### config.mk
export PLATFORM = sky130hd
export DESIGN_NAME = write_back_queue_flat
export DESIGN_NICKNAME = d
export VERILOG_FILES = /design/src/rtl/wb_pkg.sv /design/src/rtl/write_back_queue_if.sv /design/src/rtl/wb_fifo2.sv /design/src/rtl/write_back_queue.sv /design/src/flat_wrapper.sv
export SDC_FILE = /design/constraint.sdc
export NUM_CORES = 1
export LEC_CHECK = 0
export ABC_AREA = 1
export CORE_MARGIN = 5
export CORE_UTILIZATION = 53
export DETAILED_ROUTE_END_ITERATION = 8
export PLACE_DENSITY = 0.81
export SYNTH_ARGS = -nofsm -noshare
export SYNTH_HDL_FRONTEND = slang
export SYNTH_SLANG_ARGS = --single-unit
### constraint.sdc
create_clock -name clk -period 4.7 [get_ports clk]
set_input_delay 0.705 -clock clk [delete_from_list [all_inputs] [get_ports clk]]
set_output_delay 0.705 -clock clk [all_outputs]
set_load 0.01 [all_outputs]
### src/rtl/wb_pkg.sv
// rtl/wb_pkg.sv - shared widths, queue depth default and queue entry type for the write-back stage
package wb_pkg;
  localparam int DATA_W   = 32;
  localparam int ADDR_W   = 4;
  localparam int WB_DEPTH = 4;

  typedef struct packed {
    logic [ADDR_W-1:0] dir;
    logic [DATA_W-1:0] data;
  } wb_entry_t;
endpackage

### src/rtl/write_back_queue_if.sv
// rtl/write_back_queue_if.sv - producer, register-file and forwarding signals of the write-back stage
interface write_back_queue_if;
  import wb_pkg::*;

  logic              alu_wr;
  logic [ADDR_W-1:0] alu_dir;
  logic [DATA_W-1:0] alu_data;
  logic              mem_wr;
  logic [ADDR_W-1:0] mem_dir;
  logic [DATA_W-1:0] mem_data;
  logic              stall;
  logic              reg_wr_out;
  logic [ADDR_W-1:0] dir_wb_out;
  logic [DATA_W-1:0] data_out;
  logic [ADDR_W-1:0] fwd_dir;
  logic              fwd_hit;
  logic [DATA_W-1:0] fwd_data;
  logic              ovf_err;

  modport master (
    output alu_wr, alu_dir, alu_data, mem_wr, mem_dir, mem_data, fwd_dir,
    input  stall, reg_wr_out, dir_wb_out, data_out, fwd_hit, fwd_data, ovf_err
  );

  modport slave (
    input  alu_wr, alu_dir, alu_data, mem_wr, mem_dir, mem_data, fwd_dir,
    output stall, reg_wr_out, dir_wb_out, data_out, fwd_hit, fwd_data, ovf_err
  );
endinterface

### src/rtl/wb_fifo2.sv
// rtl/wb_fifo2.sv - dual-push / single-pop result queue with pass-through head and overflow drop
module wb_fifo2
  import wb_pkg::*;
#(
  parameter int DEPTH = WB_DEPTH
) (
  input  logic                              clk,
  input  logic                              rst,
  input  logic                              mem_wr,
  input  wb_entry_t                         mem_entry,
  input  logic                              alu_wr,
  input  wb_entry_t                         alu_entry,
  output logic                              pop,
  output wb_entry_t                         head,
  output logic                              drop,
  output logic [$clog2(DEPTH):0]            count,
  output logic [$clog2(DEPTH)-1:0]          rd_ptr,
  output wb_entry_t [DEPTH-1:0]             entries
);
  localparam int PW = $clog2(DEPTH);
  localparam int CW = PW + 1;
  localparam int FW = CW + 1;

  wb_entry_t [DEPTH-1:0] store;
  logic [PW-1:0]         wr_ptr;
  logic [FW-1:0]         free;
  logic                  acc_mem;
  logic                  acc_alu;

  // A non-empty queue always pops this cycle, so its head slot counts as free space.
  assign free    = FW'(DEPTH) - {1'b0, count} + FW'(count != '0);
  assign acc_mem = mem_wr && (free >= FW'(1));
  assign acc_alu = alu_wr && (free >= (acc_mem ? FW'(2) : FW'(1)));
  assign drop    = (mem_wr && !acc_mem) || (alu_wr && !acc_alu);
  assign pop     = (count != '0) || acc_mem || acc_alu;
  assign head    = (count != '0) ? store[rd_ptr] : (acc_mem ? mem_entry : alu_entry);
  assign entries = store;

  always_ff @(posedge clk) begin
    if (acc_mem) store[wr_ptr] <= mem_entry;
    if (acc_alu) store[wr_ptr + PW'(acc_mem)] <= alu_entry;
  end

  always_ff @(posedge clk or posedge rst) begin
    if (rst) begin
      wr_ptr <= '0;
      rd_ptr <= '0;
      count  <= '0;
    end else begin
      wr_ptr <= wr_ptr + PW'(acc_mem) + PW'(acc_alu);
      rd_ptr <= rd_ptr + PW'(pop);
      count  <= count + CW'(acc_mem) + CW'(acc_alu) - CW'(pop);
    end
  end
endmodule

### src/rtl/write_back_queue.sv
// rtl/write_back_queue.sv - write-back stage: result queue, register-file write port, forwarding lookup
module write_back_queue
  import wb_pkg::*;
#(
  parameter int DEPTH = WB_DEPTH
) (
  input  logic               clk,
  input  logic               rst,
  write_back_queue_if.slave  bus
);
  localparam int PW = $clog2(DEPTH);
  localparam int CW = PW + 1;

  wb_entry_t             mem_e;
  wb_entry_t             alu_e;
  wb_entry_t             head;
  wb_entry_t [DEPTH-1:0] entries;
  logic [PW-1:0]         rd_ptr;
  logic [CW-1:0]         count;
  logic                  pop;
  logic                  drop;

  assign mem_e = '{dir: bus.mem_dir, data: bus.mem_data};
  assign alu_e = '{dir: bus.alu_dir, data: bus.alu_data};

  wb_fifo2 #(.DEPTH(DEPTH)) u_fifo (
    .clk       (clk),
    .rst       (rst),
    .mem_wr    (bus.mem_wr),
    .mem_entry (mem_e),
    .alu_wr    (bus.alu_wr),
    .alu_entry (alu_e),
    .pop       (pop),
    .head      (head),
    .drop      (drop),
    .count     (count),
    .rd_ptr    (rd_ptr),
    .entries   (entries)
  );

  assign bus.stall = (count >= CW'(DEPTH - 1));

  always_ff @(posedge clk or posedge rst) begin
    if (rst) begin
      bus.reg_wr_out <= 1'b0;
      bus.dir_wb_out <= '0;
      bus.data_out   <= '0;
      bus.ovf_err    <= 1'b0;
    end else begin
      bus.reg_wr_out <= pop;
      if (pop) begin
        bus.dir_wb_out <= head.dir;
        bus.data_out   <= head.data;
      end
      if (drop) bus.ovf_err <= 1'b1;
    end
  end

  // Scan oldest to youngest so the youngest matching write is the one left standing.
  always_comb begin
    logic [PW-1:0] idx;
    idx          = '0;
    bus.fwd_hit  = 1'b0;
    bus.fwd_data = '0;
    if (bus.reg_wr_out && (bus.dir_wb_out == bus.fwd_dir)) begin
      bus.fwd_hit  = 1'b1;
      bus.fwd_data = bus.data_out;
    end
    for (int i = 0; i < DEPTH; i++) begin
      idx = rd_ptr + PW'(i);
      if ((CW'(i) < count) && (entries[idx].dir == bus.fwd_dir)) begin
        bus.fwd_hit  = 1'b1;
        bus.fwd_data = entries[idx].data;
      end
    end
  end
endmodule
### src/flat_wrapper.sv
// flat-port wrapper written by rule: the top's interface ports become plain ports
module write_back_queue_flat import wb_pkg::*;
#(
  parameter int DEPTH = WB_DEPTH
)
  (clk, rst, bus_alu_wr, bus_alu_dir, bus_alu_data, bus_mem_wr, bus_mem_dir, bus_mem_data, bus_fwd_dir, bus_stall, bus_reg_wr_out, bus_dir_wb_out, bus_data_out, bus_fwd_hit, bus_fwd_data, bus_ovf_err);
  write_back_queue_if bus_i ();
  input  logic clk;
  input  logic rst;
  input wire logic [$bits(bus_i.alu_wr)-1:0] bus_alu_wr;
  input wire logic [$bits(bus_i.alu_dir)-1:0] bus_alu_dir;
  input wire logic [$bits(bus_i.alu_data)-1:0] bus_alu_data;
  input wire logic [$bits(bus_i.mem_wr)-1:0] bus_mem_wr;
  input wire logic [$bits(bus_i.mem_dir)-1:0] bus_mem_dir;
  input wire logic [$bits(bus_i.mem_data)-1:0] bus_mem_data;
  input wire logic [$bits(bus_i.fwd_dir)-1:0] bus_fwd_dir;
  output wire logic [$bits(bus_i.stall)-1:0] bus_stall;
  output wire logic [$bits(bus_i.reg_wr_out)-1:0] bus_reg_wr_out;
  output wire logic [$bits(bus_i.dir_wb_out)-1:0] bus_dir_wb_out;
  output wire logic [$bits(bus_i.data_out)-1:0] bus_data_out;
  output wire logic [$bits(bus_i.fwd_hit)-1:0] bus_fwd_hit;
  output wire logic [$bits(bus_i.fwd_data)-1:0] bus_fwd_data;
  output wire logic [$bits(bus_i.ovf_err)-1:0] bus_ovf_err;
  assign bus_i.alu_wr = bus_alu_wr;
  assign bus_i.alu_dir = bus_alu_dir;
  assign bus_i.alu_data = bus_alu_data;
  assign bus_i.mem_wr = bus_mem_wr;
  assign bus_i.mem_dir = bus_mem_dir;
  assign bus_i.mem_data = bus_mem_data;
  assign bus_i.fwd_dir = bus_fwd_dir;
  assign bus_stall = bus_i.stall;
  assign bus_reg_wr_out = bus_i.reg_wr_out;
  assign bus_dir_wb_out = bus_i.dir_wb_out;
  assign bus_data_out = bus_i.data_out;
  assign bus_fwd_hit = bus_i.fwd_hit;
  assign bus_fwd_data = bus_i.fwd_data;
  assign bus_ovf_err = bus_i.ovf_err;
  write_back_queue #(.DEPTH(DEPTH)) u_core (.clk(clk), .rst(rst), .bus(bus_i));
endmodule
Word level (Yosys, flattened, before mapping)
Cells that the tools add are included.

Bits in latches: 0. Flip-flop bits (word level): 189. Memories: 0. Memory bits (writable): 0. Input port bits: 80. ROM bits: 0. Logic and storage cells: 92.

$lt $le $gt $ge: 15. Eq/ne operators: 5. Bitwise gates (word level): 0. Muxes and demuxes: 29. Shift operators: 0. Div/mod/pow operators: 0. Reductions and logical operators: 17. Multipliers: 0. Add/sub/neg operators: 11.

Operators by type and width (count): $bmux 36 s2 (4); $bwmux 144 (2); $mux 144 (2); $mux 36 (8); $mux 32 (5); $demux 36 s2 (2); $eq 4x4->1 (5); $lt 2x3->1 const B (6); $logic_and 1x1->1 (11); $add 2x1->2 (3); $add 3x1->3 (2); $lt 1x3->1 const A (2); $lt 2x3->1 const A (2); $mux 1 (5); $add 2x2->2 const B (2); $add 4x1->4 (1); $ge 2x1->1 const B (2); $ge 4x1->1 const B (1); $ge 4x2->1 (1); $sub 3x3->4 const A (1); $ge 3x2->1 const B (1); $logic_or 1x1->1 (3); $reduce_bool 3->1 (1); $sub 3x1->3 (1); 3 further kinds (4).

Logic depth before layout (Yosys ltp)
Gate-level depths: netlist of run 1.

Depth in word-level cells: 11. Depth in mapped cells: 25.

Hierarchy
A second synthesis of run 1 with hierarchy kept.

Cell total of the unflattened synthesis: 3312. Area total of the unflattened synthesis: 18398.9 sq um.

By module, submodules not included: wb_fifo2 (instances 1, area each 11197.0 sq um, cells each 1982); write_back_queue (instances 1, area each 7201.9 sq um, cells each 1330).

Worst setup path before layout of run 1
OpenSTA, ideal clock, no wires.

Path type: reg2reg. From: register u_core.u_fifo.count[2]. To: register u_core.u_fifo.count[2]. Data arrival time: 4.912 ns. Data required time: 4.577 ns. Setup slack: -0.335 ns. Stages on the path, launching flop included: 25. Clock period less this slack: 5.035 ns. Buffers on the path: 5. Cell sequence: dfrtp_1 nor3_2 clkbuf_1 ha_1 inv_1 ha_1 o21ai_1 nand3_1 nand2_1 buf_2 buf_2 buf_2 ha_1 inv_1 nand2_1 a21oi_1 nand2_1 nand2_1 nand3_2 clkbuf_1 ha_1 inv_1 fa_1 fa_1 xnor2_1.

Longest elaborated chain between the ends: 9. Elaborated cells on any way between the ends: 13. Those cells by class: add/sub (5); order compare (2); mux (1); reduce/logical (5).

RTL lines: start: declaration (line wb_fifo2.sv:16) `output logic [$clog2(DEPTH):0] count,`; start signal: assignment (line wb_fifo2.sv:52) `count <= count + CW'(acc_mem) + CW'(acc_alu) - CW'(pop);`; $sub 3x3->4 / $reduce_bool 3->1 (equally long branches) (line wb_fifo2.sv:31, wb_fifo2.sv:35); $add 4x1->4 (line wb_fifo2.sv:31) `assign free = FW'(DEPTH) - {1'b0, count} + FW'(count != '0);`; $ge 4x1->1 (line wb_fifo2.sv:32) `assign acc_mem = mem_wr && (free >= FW'(1));`; $logic_and 1x1->1 (line wb_fifo2.sv:32); $mux 2 (line wb_fifo2.sv:33) `assign acc_alu = alu_wr && (free >= (acc_mem ? FW'(2) : FW'(1)));`; $ge 4x2->1 (line wb_fifo2.sv:33); $logic_and 1x1->1 (line wb_fifo2.sv:33); $logic_or 1x1->1 (*) (line wb_fifo2.sv:35) `assign pop = (count != '0) || acc_mem || acc_alu;`; named net u_core.pop (line write_back_queue.sv:20) `logic pop;`; $sub 3x1->3 (*) (line wb_fifo2.sv:52).

The timed path passes the listed nets; every way through them passes the cells marked *. A chain may end at the register's enable or synchronous reset.

Worst setup path in the final report of run 1
From: register u_core.u_fifo.rd_ptr[0]. To: output bus_fwd_data[15].

Longest elaborated chain between the ends: 8. Elaborated cells on any way between the ends: 23. Those cells by class: add/sub (3); eq/ne (4); mux (12); reduce/logical (4).

RTL lines: start: declaration (line wb_fifo2.sv:17) `output logic [$clog2(DEPTH)-1:0] rd_ptr,`; start signal: assignment (line wb_fifo2.sv:51) `rd_ptr <= rd_ptr + PW'(pop);`; $add 2x1->2 / $bmux 36 s2 (equally long branches) (line write_back_queue.sv:70, write_back_queue.sv:71, write_back_queue.sv:73); $bmux 36 s2 / $mux 36 (equally long branches) (line write_back_queue.sv:71, write_back_queue.sv:73); $mux 36 (implied by the code) / $eq 4x4->1 (equally long branches) (line write_back_queue.sv:71) `if ((CW'(i) < count) && (entries[idx].dir == bus.fwd_dir)) begin`; $eq 4x4->1 / $logic_and 1x1->1 (equally long branches) (line write_back_queue.sv:71); $logic_and 1x1->1 / $mux 32 (equally long branches) (line write_back_queue.sv:71); $mux 32 (2 in a row) (line write_back_queue.sv:71); $mux 32 (*) (line write_back_queue.sv:71); end: declaration (line flat_wrapper.sv:22) `output wire logic [$bits(bus_i.fwd_data)-1:0] bus_fwd_data;`.

Every way passes the cells marked *; elsewhere a longest branch is shown, timed or not. The select of a mux whose other input is x is not followed.

==> out/metrics.yaml, run 1 <==
clocking:
  cts_num_sinks: 189
  htree_num_levels: 4
  post_cts.repair.setup_buffers: 0
  cts.root.buffer_cell: "clkbuf_16"
  clk_pin_slew_ns: 0.09
  cts_resized: 0
  clkLatencyLatePin_ns: 0.46
  cts_made_buffers: 17
  cts_tree: "built"
  cts-hold-fix-buffers: 0
  cts_buffer_depth: 2
critical_path:
  slowest_stage: "o21ai_0"
  critPathCaptureType: "output pin"
  crit_chain: "inv_2 > buf_4 > o21ai_0 > o21ai_0 > nand4_1 > nand3_1 > nand2_1 > nand2_1 > nand2_1 > clkdlybuf4s50_1"
  critPathRequiredTime_ns: 3.99
  crit_type: "flop to output pin"
  start_kind: "flop"
  cp_common_cell: "nand2_1"
  cp_max_fo: 56
  worst-path-buf-inv: 3
  cp.arrival_ns: 3.74
  cp_top_family: "buffers and inverters"
  crit_path_max_incr_delay_ns: 0.72
route:
  via_count: 17100
  wl_um: 57200
  detail_route.drc_violations: 0
  wl_per_cell_um: 20.5
  vias_per_cell: 6.15
  antenna_left: 0
  drtIter0Drc: 2848
  drt_pass1_iterations: 6
finish:
  drive_gt1_share_pct: 4.50
  final_util_pct: 61.3
  nNetsFinal: 2526
  area_growth_pct: 15.1
  fillers: 2584
  final_cell_area_um2: 16400
  instances_no_fill: 2787
  antenna_cells: 0
floorplan:
  dieArea_um2: 30200
  die_h_um: 174
  fp-row-count: 60
  start_util_pct: 53.3
  die_w_um: 174
  io_pins: 152
  coreArea_um2: 26700
logic_synthesis:
  synth_top_area_cell: "nand2_1"
  syn_inst: 2418
  synth_top_family_by_area: "simple AND/OR/NAND/NOR gates"
  synthXorXnorAreaFrac_pct: 0.554
  muxShareOfSynthArea_pct: 0
  synth_compound_area_share_pct: 21.8
  synth_most_common_cell: "nand2_1"
  synthTopCellsByArea: "nand2_1, dfxtp_1, o21ai_0"
  yosys.area_share.simple_pct: 37.3
  avgSynthCellArea_um2: 5.89
  yosysWarnings: 0
  synth_common_cells: "nand2_1, o21ai_0, inv_1"
  synth_nets: 2511
  synthFlopType: "dfxtp_1"
  synth_cell_types: 35
  ys_seq_area_share_pct: 28.1
  synthArstFlopShare_pct: 23.8
  synth_seq_cells: 189
  synth-edff-count: 0
  synthAdderAreaFrac_pct: 1.25
  synth_top_area_share_pct: 20.5
  syn_area_um2: 14200
sta:
  worst_slew_pin_slew_ns: 0.991
  max-slew-margin-rel_pct: 33.7
  slew_viol_final: 0
  setup_ws_ns: 0.255
  hold_violations: 0
  period_minus_slack_ns: 4.44
  finClkSkew_ns: 0.0172
  post-route-period-util_pct: 94.6
  clock.fmax_mhz: 225
  setup_violations: 0
  fin_hold_ws_ns: 0.500
  tns_ns: 0
  grt_setup_unrepaired: "false"
pwr:
  ir_drop_uv: 871
  power_density_nw_per_um2: 973
  leakage_nw: 7.50
  p_total_mw: 15.9
place:
  post_dp_cell_area_um2: 15800
  gp_congestion: 1.01
  dp_hpwl_um: 38600
  place_inst: 2755
  numPortBuffers: 151
  pre_cts_ws_ns: 0.701
global_routing:
  use_met2_pct: 48.5
  busiest_layer: "met1"
  grt_pass1_wl_um: 88100
  first_global_vias: 15000
  grtUsageMet1_pct: 56.1
  grt_overflow: 0
  gr-usage-met3_pct: 12.4
  antenna_found_initial: 2
  gr-usage-all-layers_pct: 36.5
  grt_max_degree: 108
min_path:
  hold_path.class: "flop to flop"
flow_run:
  cap_violations: 0
status:
  status: "finished clean"
## cell families after synthesis
group / Yosys count
buffers and inverters: 393
XOR/XNOR: 9
AND/OR/NAND/NOR: 1263
flip-flops: 189
adder cells (fa/ha/maj): 13
AO/OA/AOI/OAI: 551
## path summary, 6_finish.rpt
path,slack (ns),end,startpoint,depth (start not counted)
worst min-delay path,0.50,u_core.bus.ovf_err$_DFFE_PP0P_,u_core.bus.ovf_err$_DFFE_PP0P_,1
worst max register to register,0.61,u_core.u_fifo.count[2]$_DFF_PP0_,u_core.u_fifo.count[2]$_DFF_PP0_,20
min in group asynchronous,0.77,u_core.bus.dir_wb_out[0]$_DFFE_PP0N_,rst,3
worst max-delay path,0.26,bus_fwd_data[15],u_core.u_fifo.rd_ptr[0]$_DFF_PP0_,10
max in group asynchronous,3.39,u_core.u_fifo.rd_ptr[0]$_DFF_PP0_,rst,3
worst min register to register,0.50,u_core.bus.ovf_err$_DFFE_PP0P_,u_core.bus.ovf_err$_DFFE_PP0P_,1
## area by class of cell
type	count	area (µm²)	area share, %
Inverter	194	729	4.45
Sequential cell	189	4010	24.5
Timing Repair Buffer	195	1870	11.4
Tap cell	341	427	2.60
Multi-Input combinational cell	1836	8760	53.4
Clock buffer	17	425	2.60
Clock inverter	15	169	1.03
## power breakdown
group / internal [mW] / switching (mW) / total, mW / leakage [nW]
sequential: 2.56 / 0.844 / 3.40 / 1.73
clock: 0.720 / 0.799 / 1.52 / 0.289
combinational: 3.79 / 7.23 / 11.0 / 5.48
total: 7.07 / 8.88 / 15.9 / 7.50
## layer usage
metal	share of wire, %	wire length (µm)
met1	43	24500
met2	39	22300
met3	16	9190
met4	2.0	1120
met5	0.023	13
## placed cells by master (no fill, tap or decap), types with 5 or more instances in the layout
| cell type | Yosys | final |
|---|---|---|
| nand3_1 | 163 | 162 |
| dfrtp_1 | 45 | 44 |
| or2_1 | 10 | 10 |
| o22ai_1 | 27 | 27 |
| or2_2 | 9 | 9 |
| nor2_1 | 187 | 183 |
| ha_1 | 11 | 11 |
| o21ai_1 | 15 | 15 |
| nor4_1 | 37 | 37 |
| a31oi_1 | 20 | 20 |
| nand4_1 | 67 | 67 |
| o21ai_0 | 346 | 346 |
| xor2_1 | 6 | 6 |
| dfxtp_1 | 144 | 144 |
| clkbuf_16 | 0 | 17 |
| inv_1 | 191 | 189 |
| buf_4 | 2 | 40 |
| a21oi_1 | 28 | 27 |
| o211ai_1 | 109 | 109 |
| clkdlybuf4s50_1 | 0 | 151 |
| nand2_1 | 778 | 777 |
| inv_8 | 0 | 5 |
| nor3_4 | 1 | 5 |
## registers in the layout, indices dropped and copies added (netlist names)
name and flops:
u_core.u_fifo.entries 144, u_core.u_fifo.rd_ptr 2, u_core.bus.reg_wr_out 1, u_core.u_fifo.wr_ptr 2
u_core.bus.dir_wb_out 4, u_core.u_fifo.count 3, u_core.bus.ovf_err 1, u_core.bus.data_out 32
(Power assumes the default switching activity.)
==> run 2: changes to the inputs <==
--- a/config.mk
+++ b/config.mk
@@ -9,4 +9,5 @@
 export CORE_MARGIN = 5
 export CORE_UTILIZATION = 53
+export CTS_CLUSTER_DIAMETER = 50
 export DETAILED_ROUTE_END_ITERATION = 8
 export PLACE_DENSITY = 0.81
==> constraint.sdc (replaced) <==
create_clock -name clk -period 4.7 [get_ports clk]
set_input_delay 0.705 -clock clk [delete_from_list [all_inputs] [get_ports clk]]
set_output_delay 0.705 -clock clk [all_outputs]
set_load 0.02 [all_outputs]
==> out/metrics.yaml, run 2 (synthesis results as in run 1) <==
status:
  status: "finished clean"  # unchanged
sta:
  clock.fmax_mhz: 222  # was 225 MHz
  max-slew-margin-rel_pct: 24.2  # was 33.7%
  grt_setup_unrepaired: "false"  # unchanged
  finClkSkew_ns: 0.0166  # was 0.0172 ns
  post-route-period-util_pct: 96.0  # was 94.6%
  period_minus_slack_ns: 4.51  # was 4.44 ns
  fin_hold_ws_ns: 0.507  # was 0.500 ns
  hold_violations: 0  # unchanged
  tns_ns: 0  # unchanged
  slew_viol_final: 0  # unchanged
  worst_slew_pin_slew_ns: 1.14  # was 0.991 ns
  setup_violations: 0  # unchanged
min_path:
  hold_path.class: "flop to flop"  # unchanged
clocking:
  cts_made_buffers: 17  # unchanged
  htree_num_levels: 4  # unchanged
  post_cts.repair.setup_buffers: 0  # unchanged
  cts-hold-fix-buffers: 0  # unchanged
  clk_pin_slew_ns: 0.09  # about the same
  cts_buffer_depth: 2  # unchanged
  cts_num_sinks: 189  # unchanged
  cts_resized: 0  # unchanged
  cts.root.buffer_cell: "clkbuf_16"  # unchanged
  cts_tree: "built"  # unchanged
  clkLatencyLatePin_ns: 0.45  # was 0.46 ns
finish:
  largest_reg_flops: 144  # unchanged
  final_cell_area_um2: 16400  # unchanged
  nNetsFinal: 2522  # was 2526
  multiInputGateArea_um2: 8760  # unchanged
  instances_no_fill: 2785  # was 2787
  final_common_cell: "nand2_1"  # unchanged
  regArea_um2: 4010  # unchanged
  fillers: 2621  # was 2584
  area_growth_pct: 15.1  # unchanged
  final_cell_mix: "nand2_1, o21ai_0, inv_1"  # unchanged
  drive_gt1_share_pct: 4.34  # was 4.50%
route:
  via_count: 17300  # was 17100
  drt_pass1_iterations: 8  # was 6
  detail_route.drc_violations: 0  # unchanged
  vias_per_cell: 6.22  # was 6.15
  antenna_left: 0  # unchanged
  drtIter0Drc: 3048  # was 2848
  wl_um: 57400  # was 57200 µm
  wl_per_cell_um: 20.6  # was 20.5 µm
floorplan:
  die_w_um: 174  # unchanged
  io_pins: 152  # unchanged
  die_h_um: 174  # unchanged
  start_util_pct: 53.3  # unchanged
  dieArea_um2: 30200  # unchanged
  coreArea_um2: 26700  # unchanged
  fp-row-count: 60  # unchanged
global_routing:
  grt_overflow: 0  # unchanged
  antenna_found_initial: 1  # was 2
  grt_pass1_wl_um: 87900  # was 88100 µm
  grt_max_degree: 129  # was 108
  gr-usage-all-layers_pct: 36.4  # was 36.5%
  first_global_vias: 14900  # was 15000
place:
  gp_congestion: 1.02  # was 1.01
  numPortBuffers: 151  # unchanged
  dp_hpwl_um: 38700  # was 38600 µm
  place_inst: 2751  # was 2755
  post_dp_cell_area_um2: 15800  # about the same
critical_path:
  cp_max_fo: 26  # was 56
  critPathRequiredTime_ns: 3.99  # about the same
  cp.arrival_ns: 3.81  # was 3.74 ns
  critPathCaptureType: "output pin"  # unchanged
  crit_type: "flop to output pin"  # unchanged
  start_kind: "flop"  # unchanged
flow_run:
  cap_violations: 0  # unchanged
## run 2: cell types whose count changed in the layout (fill, tap and decap cells not counted)
cell,before,now
clkinv_2,2,1
clkinvlp_4,1,0
buf_4,40,36
diode_2,0,2
inv_8,5,1
clkinv_4,1,2
inv_12,0,1
clkinv_8,4,7
inv_6,3,4
## run 2: path summary, 6_finish.rpt
check	from	end	slack [ns]	cells after the start
min in group asynchronous	rst	u_core.bus.dir_wb_out[0]$_DFFE_PP0N_	0.86	2
hold reg to reg	u_core.bus.ovf_err$_DFFE_PP0P_	u_core.bus.ovf_err$_DFFE_PP0P_	0.51	1
max in group asynchronous	rst	u_core.u_fifo.rd_ptr[0]$_DFF_PP0_	3.02	2
setup / recovery	u_core.u_fifo.rd_ptr[1]$_DFF_PP0_	bus_fwd_data[23]	0.19	14
hold / removal	u_core.bus.ovf_err$_DFFE_PP0P_	u_core.bus.ovf_err$_DFFE_PP0P_	0.51	1
setup reg to reg	u_core.u_fifo.count[0]$_DFF_PP0_	u_core.u_fifo.count[2]$_DFF_PP0_	0.65	19
## run 2: area by class of cell
class / instances / share of cell area (%)
Antenna cell: 2 / 0.0305
Clock buffer: 17 / 2.60
Clock inverter: 15 / 1.18
Inverter: 194 / 4.45
Multi-Input combinational cell: 1836 / 53.4
Sequential cell: 189 / 24.5
Tap cell: 341 / 2.60
Timing Repair Buffer: 191 / 11.3
## run 2: stage by stage
stage | util [%] | setup WS [ns]
floorplan | - | 0.0386
CTS | 61.3 | 0.283
global placement | 59.0 | 0.733
global route | 61.3 | 0.0495
detailed placement | 59.0 | 0.621
finish | 61.3 | 0.189
## run 2: worst max-delay path: stages (launching register included)
cell             delay [ns]
dfrtp_1                0.63
clkinv_2               0.28
nand2_1                0.18
nand2_4                0.11
nand2_1                0.08
nand2_1                0.08
nand2_1                0.12
nand2_1                0.13
nor2_1                 0.12
nand2_1                0.09
nor2_4                 0.46
buf_12                 0.25
nand2_1                0.08
nand2_1                0.11
clkdlybuf4s50_1        0.62
## run 2: per-layer routing
| layer | vias up | global-route usage [%] | part of all wire, % | wire [µm] |
|---|---|---|---|---|
| li1 | 8043 | - | - | - |
| met1 | 7859 | 55.2 | 42 | 24300 |
| met2 | 1304 | 49.7 | 39 | 22300 |
| met3 | 116 | 12.9 | 17 | 9760 |
| met4 | 0 | 7.13 | 1.8 | 1040 |
| met5 | - | 0 | 0 | 0 |
Power of run 2 is not shown: default switching activity piles up to over one toggle a cycle in this logic, so the estimate is an artifact.
